## src/rtl/instruction_decode_pipe_pkg.sv

```systemverilog
// Shared encodings for the instruction decode pipe: opcodes, operand selects,
// operation selects, write-enable bit positions and the stored decoded entry.
package instruction_decode_pipe_pkg;

    localparam logic [2:0] OPC_ADV = 3'd0;
    localparam logic [2:0] OPC_BXL = 3'd1;
    localparam logic [2:0] OPC_BST = 3'd2;
    localparam logic [2:0] OPC_JNZ = 3'd3;
    localparam logic [2:0] OPC_BXC = 3'd4;
    localparam logic [2:0] OPC_OUT = 3'd5;
    localparam logic [2:0] OPC_BDV = 3'd6;
    localparam logic [2:0] OPC_CDV = 3'd7;

    typedef enum logic [1:0] {
        SEL_REG_A   = 2'd0,
        SEL_REG_B   = 2'd1,
        SEL_REG_C   = 2'd2,
        SEL_LITERAL = 2'd3
    } op_sel_e;

    typedef enum logic [1:0] {
        OPS_SHIFT = 2'd0,
        OPS_XOR   = 2'd1,
        OPS_MOD8  = 2'd2,
        OPS_JUMP  = 2'd3
    } operation_e;

    localparam int WR_A   = 0;
    localparam int WR_B   = 1;
    localparam int WR_C   = 2;
    localparam int WR_OUT = 3;

    typedef struct packed {
        op_sel_e    op1;
        op_sel_e    op2;
        operation_e operation;
        logic [3:0] wr_en;
        logic       illegal;
        logic [2:0] operand;
    } decoded_t;

    localparam int DEC_W = $bits(decoded_t);

    // Operand 7 maps to LITERAL; the caller flags it as illegal.
    function automatic op_sel_e combo_sel(input logic [2:0] operand);
        case (operand)
            3'd4:    combo_sel = SEL_REG_A;
            3'd5:    combo_sel = SEL_REG_B;
            3'd6:    combo_sel = SEL_REG_C;
            default: combo_sel = SEL_LITERAL;
        endcase
    endfunction

endpackage

```

## src/rtl/instruction_decode_pipe_if.sv

```systemverilog
// Fetch-side and execute-side handshake bundle of the decode pipe.
interface instruction_decode_pipe_if #(
    parameter int DATA_W = 48,
    parameter int PC_W   = 8
);
    logic              in_valid;
    logic              in_ready;
    logic [2:0]        in_opcode;
    logic [2:0]        in_operand;
    logic [PC_W-1:0]   in_pc;

    logic              out_valid;
    logic              out_ready;
    logic [PC_W-1:0]   out_pc;
    logic [DATA_W-1:0] out_literal;
    logic [1:0]        op1_sel;
    logic [1:0]        op2_sel;
    logic [1:0]        operation_sel;
    logic [3:0]        reg_wr_en;
    logic              illegal;

    modport master (
        output in_valid, in_opcode, in_operand, in_pc, out_ready,
        input  in_ready, out_valid, out_pc, out_literal,
        input  op1_sel, op2_sel, operation_sel, reg_wr_en, illegal
    );

    modport slave (
        input  in_valid, in_opcode, in_operand, in_pc, out_ready,
        output in_ready, out_valid, out_pc, out_literal,
        output op1_sel, op2_sel, operation_sel, reg_wr_en, illegal
    );
endinterface

```

## src/rtl/instruction_decode_pipe_comb.sv

```systemverilog
// Purely combinational opcode/operand decode, including combo-operand
// resolution and illegal-operand detection.
module instruction_decode_comb
    import instruction_decode_pipe_pkg::*;
(
    input  logic [2:0] opcode_i,
    input  logic [2:0] operand_i,
    output op_sel_e    op1_sel_o,
    output op_sel_e    op2_sel_o,
    output operation_e operation_sel_o,
    output logic [3:0] reg_wr_en_o,
    output logic       illegal_o
);

    logic    uses_combo;
    op_sel_e combo;

    assign combo = combo_sel(operand_i);

    always_comb begin
        op1_sel_o       = SEL_REG_A;
        op2_sel_o       = SEL_REG_A;
        operation_sel_o = OPS_SHIFT;
        reg_wr_en_o     = '0;
        uses_combo      = 1'b0;
        case (opcode_i)
            OPC_ADV: begin
                op2_sel_o          = combo;
                reg_wr_en_o[WR_A]  = 1'b1;
                uses_combo         = 1'b1;
            end
            OPC_BXL: begin
                op1_sel_o          = SEL_REG_B;
                op2_sel_o          = SEL_LITERAL;
                operation_sel_o    = OPS_XOR;
                reg_wr_en_o[WR_B]  = 1'b1;
            end
            OPC_BST: begin
                op1_sel_o          = combo;
                operation_sel_o    = OPS_MOD8;
                reg_wr_en_o[WR_B]  = 1'b1;
                uses_combo         = 1'b1;
            end
            OPC_JNZ: begin
                op2_sel_o          = SEL_LITERAL;
                operation_sel_o    = OPS_JUMP;
            end
            OPC_BXC: begin
                op1_sel_o          = SEL_REG_B;
                op2_sel_o          = SEL_REG_C;
                operation_sel_o    = OPS_XOR;
                reg_wr_en_o[WR_B]  = 1'b1;
            end
            OPC_OUT: begin
                op1_sel_o          = combo;
                operation_sel_o    = OPS_MOD8;
                reg_wr_en_o[WR_OUT] = 1'b1;
                uses_combo         = 1'b1;
            end
            OPC_BDV: begin
                op2_sel_o          = combo;
                reg_wr_en_o[WR_B]  = 1'b1;
                uses_combo         = 1'b1;
            end
            OPC_CDV: begin
                op2_sel_o          = combo;
                reg_wr_en_o[WR_C]  = 1'b1;
                uses_combo         = 1'b1;
            end
            default: begin
                uses_combo         = 1'b0;
            end
        endcase
    end

    // Only opcodes that actually read a combo operand can be illegal.
    assign illegal_o = uses_combo && (operand_i == 3'd7);

endmodule

```

## src/rtl/instruction_decode_pipe.sv

```systemverilog
// Decode stage: decodes each accepted instruction and queues the decoded
// fields in a small flop FIFO whose head drives the execute-side outputs.
module instruction_decode_pipe
    import instruction_decode_pipe_pkg::*;
#(
    parameter int DATA_W = 48,
    parameter int PC_W   = 8,
    parameter int DEPTH  = 2
) (
    input logic clk,
    input logic rst_n,
    input logic halt,
    input logic flush,
    instruction_decode_pipe_if.slave bus
);

    localparam int PTR_W = $clog2(DEPTH);
    localparam int CNT_W = PTR_W + 1;

    logic [CNT_W-1:0] count_q, count_d;
    logic [PTR_W-1:0] rd_ptr_q, rd_ptr_d;
    logic [PTR_W-1:0] wr_ptr_q, wr_ptr_d;
    logic             jnz_blk_q, jnz_blk_d;

    logic [DEC_W-1:0] dec_mem_q [DEPTH];
    logic [PC_W-1:0]  pc_mem_q  [DEPTH];
    decoded_t         hold_dec_q;
    logic [PC_W-1:0]  hold_pc_q;

    decoded_t         push_dec;
    decoded_t         head_dec;
    logic [PC_W-1:0]  head_pc;
    decoded_t         out_dec;
    logic [PC_W-1:0]  out_pc;
    logic             in_ready;
    logic             out_valid;
    logic             push;
    logic             pop;
    logic             not_empty;

    instruction_decode_comb u_decode (
        .opcode_i        (bus.in_opcode),
        .operand_i       (bus.in_operand),
        .op1_sel_o       (push_dec.op1),
        .op2_sel_o       (push_dec.op2),
        .operation_sel_o (push_dec.operation),
        .reg_wr_en_o     (push_dec.wr_en),
        .illegal_o       (push_dec.illegal)
    );
    assign push_dec.operand = bus.in_operand;

    assign not_empty = (count_q != '0);
    assign in_ready  = rst_n && !halt && !flush && !jnz_blk_q
                       && (count_q < CNT_W'(DEPTH));
    assign out_valid = not_empty && !halt;
    assign push      = bus.in_valid && in_ready;
    assign pop       = out_valid && bus.out_ready;

    assign head_dec  = decoded_t'(dec_mem_q[rd_ptr_q]);
    assign head_pc   = pc_mem_q[rd_ptr_q];

    always_comb begin
        count_d   = count_q;
        rd_ptr_d  = rd_ptr_q;
        wr_ptr_d  = wr_ptr_q;
        jnz_blk_d = jnz_blk_q;
        if (flush) begin
            count_d   = '0;
            rd_ptr_d  = '0;
            wr_ptr_d  = '0;
            jnz_blk_d = 1'b0;
        end else begin
            if (push) begin
                wr_ptr_d = wr_ptr_q + 1'b1;
            end
            if (pop) begin
                rd_ptr_d = rd_ptr_q + 1'b1;
            end
            case ({push, pop})
                2'b10:   count_d = count_q + 1'b1;
                2'b01:   count_d = count_q - 1'b1;
                default: count_d = count_q;
            endcase
            // Only one JNZ can be in flight, so popping any JNZ releases the block.
            if (pop && (head_dec.operation == OPS_JUMP)) begin
                jnz_blk_d = 1'b0;
            end
            if (push && (push_dec.operation == OPS_JUMP)) begin
                jnz_blk_d = 1'b1;
            end
        end
    end

    always_ff @(posedge clk) begin
        if (!rst_n) begin
            count_q   <= '0;
            rd_ptr_q  <= '0;
            wr_ptr_q  <= '0;
            jnz_blk_q <= 1'b0;
        end else begin
            count_q   <= count_d;
            rd_ptr_q  <= rd_ptr_d;
            wr_ptr_q  <= wr_ptr_d;
            jnz_blk_q <= jnz_blk_d;
        end
    end

    always_ff @(posedge clk) begin
        if (push) begin
            dec_mem_q[wr_ptr_q] <= DEC_W'(push_dec);
            pc_mem_q[wr_ptr_q]  <= bus.in_pc;
        end
    end

    // Tracks the head so the outputs keep the last head value once empty.
    always_ff @(posedge clk) begin
        if (!rst_n) begin
            hold_dec_q <= '0;
            hold_pc_q  <= '0;
        end else if (not_empty) begin
            hold_dec_q <= head_dec;
            hold_pc_q  <= head_pc;
        end
    end

    assign out_dec = not_empty ? head_dec : hold_dec_q;
    assign out_pc  = not_empty ? head_pc  : hold_pc_q;

    assign bus.in_ready      = in_ready;
    assign bus.out_valid     = out_valid;
    assign bus.out_pc        = out_pc;
    assign bus.out_literal   = DATA_W'(out_dec.operand);
    assign bus.op1_sel       = out_dec.op1;
    assign bus.op2_sel       = out_dec.op2;
    assign bus.operation_sel = out_dec.operation;
    assign bus.reg_wr_en     = out_dec.wr_en;
    assign bus.illegal       = out_dec.illegal;

endmodule

```

## src/flat_wrapper.sv

```systemverilog
// flat-port wrapper written by rule: the top's interface ports become plain ports
module instruction_decode_pipe_flat import instruction_decode_pipe_pkg::*;
#(
    parameter int DATA_W = 48,
    parameter int PC_W   = 8,
    parameter int DEPTH  = 2
)
  (clk, rst_n, halt, flush, bus_in_valid, bus_in_opcode, bus_in_operand, bus_in_pc, bus_out_ready, bus_in_ready, bus_out_valid, bus_out_pc, bus_out_literal, bus_op1_sel, bus_op2_sel, bus_operation_sel, bus_reg_wr_en, bus_illegal);
  instruction_decode_pipe_if #(.DATA_W(DATA_W), .PC_W(PC_W)) bus_i ();
  input logic clk;
  input logic rst_n;
  input logic halt;
  input logic flush;
  input wire logic [$bits(bus_i.in_valid)-1:0] bus_in_valid;
  input wire logic [$bits(bus_i.in_opcode)-1:0] bus_in_opcode;
  input wire logic [$bits(bus_i.in_operand)-1:0] bus_in_operand;
  input wire logic [$bits(bus_i.in_pc)-1:0] bus_in_pc;
  input wire logic [$bits(bus_i.out_ready)-1:0] bus_out_ready;
  output wire logic [$bits(bus_i.in_ready)-1:0] bus_in_ready;
  output wire logic [$bits(bus_i.out_valid)-1:0] bus_out_valid;
  output wire logic [$bits(bus_i.out_pc)-1:0] bus_out_pc;
  output wire logic [$bits(bus_i.out_literal)-1:0] bus_out_literal;
  output wire logic [$bits(bus_i.op1_sel)-1:0] bus_op1_sel;
  output wire logic [$bits(bus_i.op2_sel)-1:0] bus_op2_sel;
  output wire logic [$bits(bus_i.operation_sel)-1:0] bus_operation_sel;
  output wire logic [$bits(bus_i.reg_wr_en)-1:0] bus_reg_wr_en;
  output wire logic [$bits(bus_i.illegal)-1:0] bus_illegal;
  assign bus_i.in_valid = bus_in_valid;
  assign bus_i.in_opcode = bus_in_opcode;
  assign bus_i.in_operand = bus_in_operand;
  assign bus_i.in_pc = bus_in_pc;
  assign bus_i.out_ready = bus_out_ready;
  assign bus_in_ready = bus_i.in_ready;
  assign bus_out_valid = bus_i.out_valid;
  assign bus_out_pc = bus_i.out_pc;
  assign bus_out_literal = bus_i.out_literal;
  assign bus_op1_sel = bus_i.op1_sel;
  assign bus_op2_sel = bus_i.op2_sel;
  assign bus_operation_sel = bus_i.operation_sel;
  assign bus_reg_wr_en = bus_i.reg_wr_en;
  assign bus_illegal = bus_i.illegal;
  instruction_decode_pipe #(.DATA_W(DATA_W), .PC_W(PC_W), .DEPTH(DEPTH)) u_core (.clk(clk), .rst_n(rst_n), .halt(halt), .flush(flush), .bus(bus_i));
endmodule
```

## config.mk

```make
export PLATFORM = sky130hd
export DESIGN_NAME = instruction_decode_pipe_flat
export DESIGN_NICKNAME = d
export VERILOG_FILES = /design/src/rtl/instruction_decode_pipe_pkg.sv /design/src/rtl/instruction_decode_pipe_if.sv /design/src/rtl/instruction_decode_pipe_comb.sv /design/src/rtl/instruction_decode_pipe.sv /design/src/flat_wrapper.sv
export SDC_FILE = /design/constraint.sdc
export NUM_CORES = 1
export LEC_CHECK = 0
export ABC_AREA = 1
export CAP_MARGIN = 20
export CORE_ASPECT_RATIO = 0.75
export CORE_MARGIN = 2
export CORE_UTILIZATION = 48
export CTS_CLUSTER_DIAMETER = 100
export DETAILED_ROUTE_END_ITERATION = 8
export PLACE_DENSITY_LB_ADDON = 0.25
export SETUP_SLACK_MARGIN = 0.2
export SYNTH_ARGS = -nofsm -noshare
export SYNTH_HDL_FRONTEND = slang
export SYNTH_SLANG_ARGS = --single-unit
```

## constraint.sdc

```tcl
create_clock -name clk -period 2.57 [get_ports clk]
set_input_delay 0.514 -clock clk [delete_from_list [all_inputs] [get_ports clk]]
set_output_delay 0.514 -clock clk [all_outputs]
set_load 0.01 [all_outputs]
```

==> flow_summary.ini, run 1 <==
[global_route]
grtUsageMet2 = 0.269
antenna_found_initial = 0
use_met3 = 0.0688
top_usage_layer = met2
grt_util_all_layers = 0.179
grt_pass1_vias = 2096
grt_max_degree = 23
grt_pass1_wl_mm = 10.2
overflow = 0
grtUsageMet1 = 0.239

[route]
totalWireLength_mm = 6.57
first_pass_iters = 4
vias = 2298
drt-initial-drc-count = 90
ant_nets = 0
detail_route.wl_per_cell_um = 13.5
viasPerCell = 4.72
drcViolationCount = 0

[layout]
nNetsFinal = 419
seq_area_sq_um = 1890
multi_input_area_sq_um = 1070
final_cell_mix = inv_1, conb_1, edfxtp_1, nor2_1
synthToLayoutAreaGrowth_pct = 22.0
drive_above_1_share = 0.112
filler_cell_count = 574
n_antenna_cell = 0
final_common_cell = inv_1

[logic_synthesis]
synth.distinct_cells = 28
syn_avg_cell_area_sq_um = 9.98
synth.yosys.seq_area_share = 0.561
synth_cells = 336
ys_ff_latch = 72
synth-compound-area-share = 0.118
synth-simple-area-share = 0.135
yosys_warnings = 0
synth.cell_area_sq_um = 3350
synth_top_family_by_area = buffers and inverters
synthAdderAreaFrac = 0.00373
synthMuxAreaShare = 0
synthXorXnorAreaFrac = 0

[timing]
hold_viol_final = 0
slew_viol_final = 0
setup-tns-final_ns = 0
rsz0062_at_grt = yes
fin_skew_ns = 0.00469
fin_crit_ns = 2.32
fin_ws_ns = 0.253
max_freq_mhz = 432
finalCritPeriodShare = 0.902
fin_hold_ws_ns = 0.477
setup_violations = 0

[worst_setup_path]
crit_path_max_incr_delay_ns = 0.53
worst_ep_required_time_ns = 2.06
critical_path.slowest_cell = clkdlybuf4s50_1
critPathArrivalTime_ns = 1.80
critPathKind = flip-flop to primary output
cp-start-kind = flip-flop
crit_path_max_fanout = 11
path_cells = inv_2 > buf_12 > nand2_1 > nand2_1 > nand2_1 > nand2_1 > clkdlybuf4s50_1
crit_top_cell = nand2_1
worst_r2r_startpoint = u_core.count_q[1]
endpoint_kind = primary output

[power_and_ir_drop]
comb_power_share = 0.069
power_density_nw_per_um2 = 568
total_leakage_power_nw = 1.91
p_seq_frac = 0.533
power_switching_w = 0.000491
internal-power_w = 0.00183
total_power_w = 0.00233
ir_drop_uv = 277
switching_share = 0.211
clkPwrFrac = 0.398

[floorplanning]
initial_utilization = 0.493
coreArea_sq_um = 6800
ios = 89
die_y_um = 76.4
die_x_um = 101
num_rows = 26
dieArea_sq_um = 7680

[hold_path]
hold_start = u_core.hold_dec_q[9]
hold_path.class = flip-flop to flip-flop

[clocking]
cts_max_path_buffers = 2
insertion_delay_ns = 0.33
path_clk_slew_ns = 0.07
cts-buffers-inserted = 9
cts_tree = yes
htree_levels = 3
cts_root_buf = clkbuf_8
clkSinkCount = 72

[placed_design]
dp_worst_setup_slack_ns = 0.185
gp_congestion = 0.727
portBuffers = 43
dp_hpwl_mm = 4.14

[run_status]
status = finished, final reports clean

[run]
cap_violations = 0
## state kept, by name (all words and copies together) (netlist names), named ones only
name,flops
u_core.pc_mem_q,16
u_core.jnz_blk_q,1
u_core.rd_ptr_q,1
u_core.hold_dec_q,14
u_core.hold_pc_q,8
u_core.wr_ptr_q,1
u_core.count_q,2
u_core.dec_mem_q,28
## kinds of logic (layout without fill, tap and decap cells)
group	after synthesis	after routing
buf+inv	111	132
compound gates	57	57
fa+ha+maj	1	1
flops	72	72
other cells	1	45
simple gates	94	96
## layout make-up
class,instances,share of cell area
Multi-Input combinational cell,199,0.261
Clock buffer,9,0.0303
Clock inverter,7,0.0211
Tap cell,84,0.0257
Sequential cell,72,0.461
Timing Repair Buffer,60,0.147
Inverter,56,0.0538
## through the flow
step | util | instances | area [sq um]
2_1_floorplan | - | 380 | 3520
3_3_place_gp | 0.546 | 458 | 3710
3_5_place_dp | 0.546 | 458 | 3710
4_1_cts | 0.592 | 484 | 4020
5_1_grt | 0.602 | 487 | 4090
6_report | 0.602 | 487 | 4090
## cells in the mapped netlist
master | n | area share
nand2_1 | 25 | 0.028
ha_1 | 1 | 0.0037
clkbuf_1 | 2 | 0.0022
or2_0 | 13 | 0.024
a21oi_1 | 9 | 0.013
inv_1 | 54 | 0.060
nand2_8 | 1 | 0.0060
buf_2 | 6 | 0.0090
inv_2 | 2 | 0.0022
edfxtp_1 | 44 | 0.39
o21a_1 | 21 | 0.047
nand2_2 | 1 | 0.0019
nand4_1 | 2 | 0.0037
o21ai_0 | 3 | 0.0045
or2_2 | 2 | 0.0037
buf_4 | 45 | 0.10
nor4_1 | 1 | 0.0019
nand3_4 | 1 | 0.0052
o21bai_1 | 3 | 0.0067
buf_6 | 2 | 0.0067
nor2_1 | 37 | 0.041
nand3_1 | 4 | 0.0060
o211ai_1 | 20 | 0.045
o22ai_1 | 1 | 0.0019
conb_1 | 1 | 0.0011
or2_1 | 6 | 0.011
dfxtp_1 | 28 | 0.17
nor3_1 | 1 | 0.0015
## timing repair
action,CTS,global route
cloned,2,1
resized for setup,25,11
hold buffers,0,0
setup endpoints to repair,24,9
pin swaps,4,0
setup buffers,8,2
## layer usage
metal	wire length, um	part of all wire	up-vias
met5	0	0	-
met4	62	0.0094	0
met3	368	0.056	6
met2	3080	0.47	98
met1	3060	0.47	1065
li1	-	-	1129
## final timing paths
check                                            end  slack [ns]  cells past startpoint
worst min-delay path            u_core.hold_dec_q[9]        0.48                      2
worst max register to register     u_core.count_q[1]        0.97                      9
worst min register to register  u_core.hold_dec_q[9]        0.48                      2
worst max-delay path            bus_operation_sel[1]        0.25                      7
## power by group through the flow
stage	clock [W]	combinational, W	sequential (W)
global route	0.000997	0.000179	0.00124
finish	0.000926	0.000161	0.00124
global placement	0	0.000155	0.00126
floorplan	0	0.000138	0.00126
CTS	0.000943	0.000158	0.00124
detailed placement	0	0.000157	0.00126
## critical path: cells and delay by family, from the launching register on
kind                   cells  cell delay [ns]
buffers and inverters      3             0.78
and+or+nand+nor            4             0.31
DFF                        1             0.37
Note: power is estimated with default switching activity, not from simulation.
==> run 2, diff against run 1 <==
- CORE_UTILIZATION: 48 -> 49
- SYNTH_HIERARCHICAL: default -> 1
==> run 2 against run 1 <==
  * Flip-flop and latch count did not move
  * Worst setup slack improved by 0.094 ns
  * Core utilization rose by 1.8 points
  * First-iteration DRC count rose by 64%
  * Global-route usage fell by 1.5 points
  * Sequential share of layout area fell by 1.4 points
  * Die area rose by 0.25%
  * Fmax rose by 4.2%
  * Area after synthesis rose by 2.3%
  * Clock power rose by 12%
  * Register-to-register slack got worse by 0.17 ns
  * Design area rose by 3.0%
==> flow_summary.ini, run 2 <==
[floorplanning]
die_y_um = 76.5
initial_utilization = 0.505
coreArea_sq_um = 6800
ios = 89
dieArea_sq_um = 7700
die_x_um = 101
num_rows = 26

[power_and_ir_drop]
switching_share = 0.207
comb_power_share = 0.068
total_leakage_power_nw = 2.20
ir_drop_uv = 337
power_density_nw_per_um2 = 579
p_seq_frac = 0.507
total_power_w = 0.00244
power_switching_w = 0.000506
internal-power_w = 0.00194
clkPwrFrac = 0.425

[logic_synthesis]
synth.cell_area_sq_um = 3430
async_reset_ff_frac = 0
yosys_warnings = 6
synth.distinct_cells = 31
synth.yosys.seq_area_share = 0.548
synth_edf_count = 44
yosysTopAreaCell = edfxtp_1
synth_area_leaders = edfxtp_1, dfxtp_1, buf_4
synthFlopType = edfxtp_1
synth.most_common_cell = inv_1
ys_ff_latch = 72
synth_cells = 345
synthTopCellsByCount = inv_1, buf_4, edfxtp_1
syn_avg_cell_area_sq_um = 9.95
synth_top_area_frac = 0.385

[worst_setup_path]
worst-path-buf-inv = 4
worst_ep_required_time_ns = 2.06
crit_path_max_fanout = 10
critical_path.slowest_cell = clkdlybuf4s50_1
path_cells = inv_2 > nand2_8 > buf_12 > inv_1 > nor2_1 > clkdlybuf4s50_1
critPathKind = flip-flop to primary output
critPathArrivalTime_ns = 1.71
crit_family = buffers and inverters
cp-start-kind = flip-flop
crit_path_max_incr_delay_ns = 0.54
endpoint_kind = primary output

[timing]
finalCritPeriodShare = 0.865
slew_viol_final = 0
rsz0062_at_grt = no
hold_viol_final = 0
setup-tns-final_ns = 0
setup_violations = 0
max_freq_mhz = 450
fin_crit_ns = 2.22
fin_skew_ns = 0.00800

[clocking]
clkSinkCount = 72
insertion_delay_ns = 0.34
htree_levels = 3
cts-buffers-inserted = 9
path_clk_slew_ns = 0.07
cts_tree = yes
cts_max_path_buffers = 2
cts_hold_buf = 0
cts_root_buf = clkbuf_8

[global_route]
grt_pass1_vias = 2136
grt_pass1_wl_mm = 9.69
overflow = 0
grt_max_degree = 23
grt_util_all_layers = 0.164
antenna_found_initial = 0

[layout]
regMostFlops = u_core/dec_mem_q
design_area_sq_um = 4220
synthToLayoutAreaGrowth_pct = 22.8
fin_util = 0.620
n_antenna_cell = 0
largest_reg_flops = 28
final_cells = 490
filler_cell_count = 553
final_cell_mix = inv_1, conb_1, edfxtp_1, nand2_1, nor2_1
drive_above_1_share = 0.121
final_common_cell = inv_1
top_regs = u_core/dec_mem_q x28, u_core/pc_mem_q x16, u_core/hold_dec_q x14
nNetsFinal = 422

[route]
drcViolationCount = 0
viasPerCell = 4.55
detail_route.wl_per_cell_um = 12.3
totalWireLength_mm = 6.03
ant_nets = 0
drt-initial-drc-count = 148
first_pass_iters = 4
vias = 2231

[placed_design]
portBuffers = 43
dp_cells = 470
dp_hpwl_mm = 3.91
gp_congestion = 0.830
place_area_sq_um = 3830

[hold_path]
hold_path.class = flip-flop to flip-flop

[run]
cap_violations = 0

[run_status]
status = finished, final reports clean
## run 2: per-stage QoR
stage	hold slack (ns)	setup slack, ns
CTS	0.478	0.110
floorplan	0.450	0.259
global placement	0.461	0.238
global route	0.520	0.237
detailed placement	0.466	0.119
finish	0.474	0.347
## run 2: cells by family after synthesis
group | share of synthesized area
flops | 0.548
other cells | 0.00109
fa+ha+maj | 0.00364
compound gates | 0.114
buf+inv | 0.192
xor+xnor | 0.00510
simple gates | 0.136
## run 2: worst paths after layout
path	from	to	slack, ns	cells past startpoint
setup / recovery	u_core/count_q[0]	bus_out_valid	0.35	6
hold / removal	u_core/hold_dec_q[9]	u_core/hold_dec_q[9]	0.47	2
setup reg to reg	u_core/count_q[0]	u_core/count_q[1]	0.80	10
hold reg to reg	u_core/hold_dec_q[9]	u_core/hold_dec_q[9]	0.47	2
## run 2: power groups by stage
stage               Combinational (W)  Clock (W)  Sequential [W]
detailed placement           0.000162          0         0.00127
finish                       0.000167    0.00104         0.00124
CTS                          0.000165    0.00106         0.00124
global placement             0.000160          0         0.00126
floorplan                    0.000142          0         0.00126
global route                 0.000184    0.00111         0.00124
## run 2: worst reg2reg max path, delay by kind of cell (launching register included)
kind / cells / cell delay, ns
xor gates and xnor gates: 1 / 0.15
adders and majority gates: 1 / 0.31
and+or+nand+nor: 5 / 0.49
buffers and inverters: 3 / 0.36
DFF: 1 / 0.33
## run 2: layer usage
layer  share of wire  GRT usage  wire, um
met1            0.46      0.206      2740
met2            0.46      0.263      2790
met3           0.075     0.0651       450
met4          0.0075     0.0452        45
met5               0          0         0
## run 2: area by class of cell
type,count,area (sq um),share of cell area
timing repair buffer,56,679,0.161
sequential,72,1890,0.448
clock buffer,9,124,0.0294
tap,84,105,0.0249
clock inverter,7,110,0.0261
multi-input combinational,199,1070,0.254
inverter,63,239,0.0567
## run 2: repair_timing
action | CTS | global route
buffers inserted | 2 | 0
gates cloned | 1 | 1
endpoints found under the setup margin | 20 | 21
gates resized for setup | 8 | 25
pin swaps | 0 | 0
hold endpoints to repair | 0 | 0
==> run 3, diff against run 2 <==
- CTS_CLUSTER_DIAMETER: 100 -> default
- SLEW_MARGIN: default -> 20
==> results of run 3 <==
Same layout as run 2: the final DEF is identical, and so are final timing and power.
